**src/rtl/clk_gate_ctrl.sv**
```systemverilog
// Clock-gate enable controller: opens the shared gate on request, waits a settle time,
// grants all active requesters together, and holds the clock for an idle window before closing.
//
// state  | meaning
// S_OFF  | gate closed, waiting for any request
// S_WAKE | gate open, settle time running, no grants yet
// S_ON   | clock stable, grants follow requests one cycle late
// S_HOLD | no requests, idle window running before the gate closes
module clk_gate_ctrl #(
   parameter int NUM_REQ     = 2,
   parameter int WAKE_CYCLES = 2,
   parameter int IDLE_CYCLES = 4,
   parameter int CNT_W       = 16
) (
   input  logic               clk_i,
   input  logic               rst_ni,
   input  logic [NUM_REQ-1:0] req_i,
   input  logic               test_en_i,
   input  logic               cnt_clr_i,
   output logic               clk_en_o,
   output logic [NUM_REQ-1:0] gnt_o,
   output logic               busy_o,
   output logic [CNT_W-1:0]   off_cnt_o
);

   localparam int WAKE_W = (WAKE_CYCLES > 1) ? $clog2(WAKE_CYCLES) : 1;
   localparam int IDLE_W = (IDLE_CYCLES > 1) ? $clog2(IDLE_CYCLES) : 1;
   localparam logic [WAKE_W-1:0] WAKE_LOAD = WAKE_W'(WAKE_CYCLES - 1);
   localparam logic [IDLE_W-1:0] IDLE_LOAD = IDLE_W'((IDLE_CYCLES > 0) ? IDLE_CYCLES - 1 : 0);
   localparam logic [CNT_W-1:0]  CNT_MAX   = {CNT_W{1'b1}};

   typedef enum logic [1:0] {S_OFF, S_WAKE, S_ON, S_HOLD} state_e;

   state_e               state_q, state_d;
   logic [WAKE_W-1:0]    wake_cnt_q, wake_cnt_d;
   logic [IDLE_W-1:0]    idle_cnt_q, idle_cnt_d;
   logic [NUM_REQ-1:0]   gnt_q, gnt_d;
   logic [CNT_W-1:0]     off_cnt_q, off_cnt_d;
   logic                 any_req;
   logic                 en_reg;
   logic                 clk_en;

   assign any_req = |req_i;
   assign en_reg  = (state_q != S_OFF);
   assign clk_en  = en_reg | test_en_i;

   always_comb begin
      state_d    = state_q;
      wake_cnt_d = wake_cnt_q;
      idle_cnt_d = idle_cnt_q;
      gnt_d      = gnt_q;
      unique case (state_q)
         S_OFF: begin
            gnt_d = '0;
            if (any_req) begin
               state_d    = S_WAKE;
               wake_cnt_d = WAKE_LOAD;
            end
         end
         // Settle always completes even if the request has gone away meanwhile.
         S_WAKE: begin
            gnt_d = '0;
            if (wake_cnt_q == '0) begin
               state_d = S_ON;
               gnt_d   = req_i;
            end else begin
               wake_cnt_d = wake_cnt_q - WAKE_W'(1);
            end
         end
         S_ON: begin
            if (any_req) begin
               gnt_d = req_i;
            end else begin
               gnt_d = '0;
               if (IDLE_CYCLES > 0) begin
                  state_d    = S_HOLD;
                  idle_cnt_d = IDLE_LOAD;
               end else begin
                  state_d = S_OFF;
               end
            end
         end
         S_HOLD: begin
            gnt_d = '0;
            if (any_req) begin
               state_d = S_ON;
               gnt_d   = req_i;
            end else if (idle_cnt_q == '0) begin
               state_d = S_OFF;
            end else begin
               idle_cnt_d = idle_cnt_q - IDLE_W'(1);
            end
         end
         default: begin
            state_d = S_OFF;
            gnt_d   = '0;
         end
      endcase
   end

   always_comb begin
      off_cnt_d = off_cnt_q;
      if (cnt_clr_i) begin
         off_cnt_d = '0;
      end else if (!clk_en && (off_cnt_q != CNT_MAX)) begin
         off_cnt_d = off_cnt_q + CNT_W'(1);
      end
   end

   always_ff @(posedge clk_i or negedge rst_ni) begin
      if (!rst_ni) begin
         state_q    <= S_OFF;
         wake_cnt_q <= '0;
         idle_cnt_q <= '0;
         gnt_q      <= '0;
         off_cnt_q  <= '0;
      end else begin
         state_q    <= state_d;
         wake_cnt_q <= wake_cnt_d;
         idle_cnt_q <= idle_cnt_d;
         gnt_q      <= gnt_d;
         off_cnt_q  <= off_cnt_d;
      end
   end

   assign clk_en_o  = clk_en;
   assign gnt_o     = gnt_q;
   assign busy_o    = en_reg;
   assign off_cnt_o = off_cnt_q;

endmodule

```
**config.mk**
```make
export PLATFORM = sky130hd
export DESIGN_NAME = clk_gate_ctrl
export DESIGN_NICKNAME = d
export VERILOG_FILES = /design/src/rtl/clk_gate_ctrl.sv
export SDC_FILE = /design/constraint.sdc
export NUM_CORES = 1
export LEC_CHECK = 0
export CAP_MARGIN = 20
export CORE_ASPECT_RATIO = 0.9
export CORE_MARGIN = 2
export CORE_UTILIZATION = 35
export DETAILED_ROUTE_END_ITERATION = 8
export GPL_TIMING_DRIVEN = 0
export PLACE_DENSITY = 0.56
export SYNTH_ARGS = -nofsm -noshare
export SYNTH_HDL_FRONTEND = slang
export SYNTH_SLANG_ARGS = --single-unit
```
**constraint.sdc**
```tcl
create_clock -name clk_i -period 1.7 [get_ports clk_i]
set_input_delay 0.17 -clock clk_i [delete_from_list [all_inputs] [get_ports clk_i]]
set_output_delay 0.17 -clock clk_i [all_outputs]
set_load 0.02 [all_outputs]
```
==> summary.md <==
| Metric | Value |
|---|---|
| Status | finished with violations |
| Failing checks | setup timing |
| H-tree depth | 1 |
| Inserted Clock Buffers | 3 |
| Max-Cap Viols | 0 |
| DIE AREA | 4270 sq um |
| Via count | 1238 |
| I/O pin cnt | 26 |
| Post-DP HPWL | 2170 um |
| Final hold vios | 0 |
| Slew Limit Headroom | 65.1% |
| Final worst-path cycle share | 104% |
| Clock-pin slew on the worst setup and hold paths | 90 ps |
| Starting density of the core | 36.1% |
| R2R cell count | 6 |
| Largest net degree at the start of global routing | 24 |
| Slowest CP cell | or4_1 |
| Startpoint Class | flip-flop |
| DR DRC count | 0 |
| CTS tree | built |
| RSZ-0062 raised after global routing | true |
| Most frequent cell after synthesis | dfrtp_1 |
| Leak | 0.804 nW |
| Share of the synthesized area in the top cell type | 43.7% |
| Antenna-violating nets left | 0 |
| Power Total | 1.08 mW |
| Worst min path class | in2async |
| Crit path kind | reg2reg |
| PwrDens | 539 nW/um^2 |
| Clock latency on the worst-skew pair | 260 ps |
| Avg Inst Size Synth | 9.48 sq um |
| Routability Congestion | 0.832 |
| WL/cell | 15.0 um |
| Synth Warn # | 0 |
| GRT overflow | 0 |
| Die width | 68.7 um |
| Max IR drop VDD | 0.356 mV |
| Clock sink count | 23 |
| Post-synth top cells | dfrtp_1 (23), a21oi_1 (13), nor2_1 (12), inv_1 (10), nand2_1 (9) |
| Post-synthesis cell area | 1320 sq um |
| Worst path depth | 6 |
| CORE AREA | 3650 sq um |
| Synth unique cells | 36 |
| Tightest Pin Transition | 524 ps |
| Worst EP arrival | 1940 ps |
| Initial antenna violation count | 0 |
| Buf+Inv Stages, Crit Path | 2 |
| Finished Cell Area | 2000 sq um |
| F_max | 568 MHz |
| Area Overhead vs Synth | 52.1% |
| Largest area contributor in the netlist | dfrtp_1 |
| Fin Hold WS | 234 ps |
| Ant diodes | 0 |
| Syn_nets | 147 |
| Critical Path RT | 1880 ps |
| DRT Pass-1 Iters | 6 |
| Largest cells by area after synthesis | dfrtp_1 (44%), mux2_2 (6.0%), a21oi_1 (4.9%), nor2b_1 (3.8%), nor2_1 (3.4%) |
| CP top delay family | simple AND/OR/NAND/NOR gates |
| Flops & latches, synth | 23 |
| Total length of routed wires | 3540 um |
| FP Rows | 21 |
| Main synth FF type | dfrtp_1 |
| Clk Tree Root Cell | clkbuf_8 |
| Max Slew Vio Count | 0 |
| Vias per cell | 5.25 |
| Total GRT Usage | 17.0% |
| Setup crit end kind | flip-flop |
| Post-DP Area | 1630 sq um |
| Mapped Cells | 139 |
| Initial drt markers | 107 |
| Fin Setup TNS | -162 ps |
| Setup ws final | -60.1 ps |
| Vias in the first global route | 1193 |
| Global-route wire length before repair | 5640 um |
| Port bufs | 25 |
| CP peak stage delay | 550 ps |
| Final net count | 199 |
| Post-synthesis sequential area ratio | 43.7% |
| Fraction of registers with async set/reset | 100% |
| Final setup vio count | 5 |
| EDFF count, synth | 0 |
| CTS Buffer Depth | 2 |
| Clock period minus final worst setup slack | 1760 ps |
| Critical path, cell by cell | buf_6 > nor3_4 > buf_4 > nand2_4 > or4_1 > a21oi_2 |
| Die height | 62.2 um |
| Ratio of cells with drive above 1 in the final layout | 36.3% |
| Max Clock Skew | 8.89 ps |
| Maximum net fanout on the critical path | 7 |
-- path summary, 6_finish.rpt --
| path | from | endpoint | slack [ps] |
|---|---|---|---|
| setup / recovery | state_q[1]$_DFFE_PN0P_ | off_cnt_o[8]$_DFFE_PN0P_ | -60 |
| hold / removal | rst_ni | off_cnt_o[5]$_DFFE_PN0P_ | 230 |
| setup reg to reg | state_q[1]$_DFFE_PN0P_ | off_cnt_o[8]$_DFFE_PN0P_ | -60 |
| hold reg to reg | idle_cnt_q[0]$_DFFE_PN0P_ | idle_cnt_q[0]$_DFFE_PN0P_ | 540 |
| max in group asynchronous | rst_ni | off_cnt_o[8]$_DFFE_PN0P_ | 980 |
| min in group clk_i | req_i[0] | gnt_o[0]$_DFF_PN0_ | 520 |
-- layer usage --
metal  share of wire, %  GRT usage (%)  vias up
met5                  0              0        -
met4               0.76           4.00        0
met3                2.5           1.99        4
met2                 52           27.8       20
met1                 45           23.6      608
li1                   -              -      606
-- flip-flops by register name, summed over array words and instances (netlist names) --
register and count:
wake_cnt_q 1, idle_cnt_q 2, state_q 2, gnt_o 2, off_cnt_o 16
-- through the flow --
stage	worst slack, ps	std cells	utilization [%]
2_1_floorplan	-46.1	139	-
3_3_place_gp	-374	210	44.6
3_5_place_dp	-388	210	44.6
4_1_cts	-89.8	222	50.8
5_1_grt	-145	236	54.9
6_report	-60.1	236	54.9
-- area by class of cell --
class	count	area, sq um
Fill cell	331	1650
Buffer	6	57.6
Inverter	10	37.5
Clock buffer	4	45.0
Timing Repair Buffer	47	418
Multi-Input combinational cell	100	807
Tap cell	46	57.6
Sequential cell	23	582
-- power breakdown --
part	leakage (nW)	internal [mW]	switching [mW]
sequential	0.290	0.573	0.0164
clock	0.0228	0.167	0.172
combinational	0.491	0.0708	0.0811
total	0.804	0.811	0.270
-- layout by cell type (no fill, tap or decap), drive strengths merged, types with 2 or more instances in the layout --
cell type and n:
buf 27, clkdlybuf4s50 23, dfrtp 23, a21oi 13, nor2 12, inv 10, nand2 9, nor2b 8
mux2 7, nand4 6, clkbuf 6, o31ai 5, o21ai 4, or3 4, nand3 3, and2 3
a211oi 3, or4 3, nor4 3, a2111oi 2, nor3 2, and4 2, ha 2
-- what timing repair did --
action | CTS | global route
hold buffers | 0 | 0
setup endpoints to repair | 15 | 18
resized for setup | 30 | 16
pin swaps | 12 | 9
gates cloned | 1 | 1
setup buffers | 7 | 12
-- cells by family after synthesis --
family,count (synthesis),synth area share (%)
buffers and inverters,16,6.65
flip-flops,23,43.7
multiplexers,8,6.74
AND/OR/NAND/NOR,58,25.5
AO/OA/AOI/OAI,32,15.6
adder cells (fa/ha/maj),2,1.90
No activity file was read; power rests on OpenSTA's default activity.
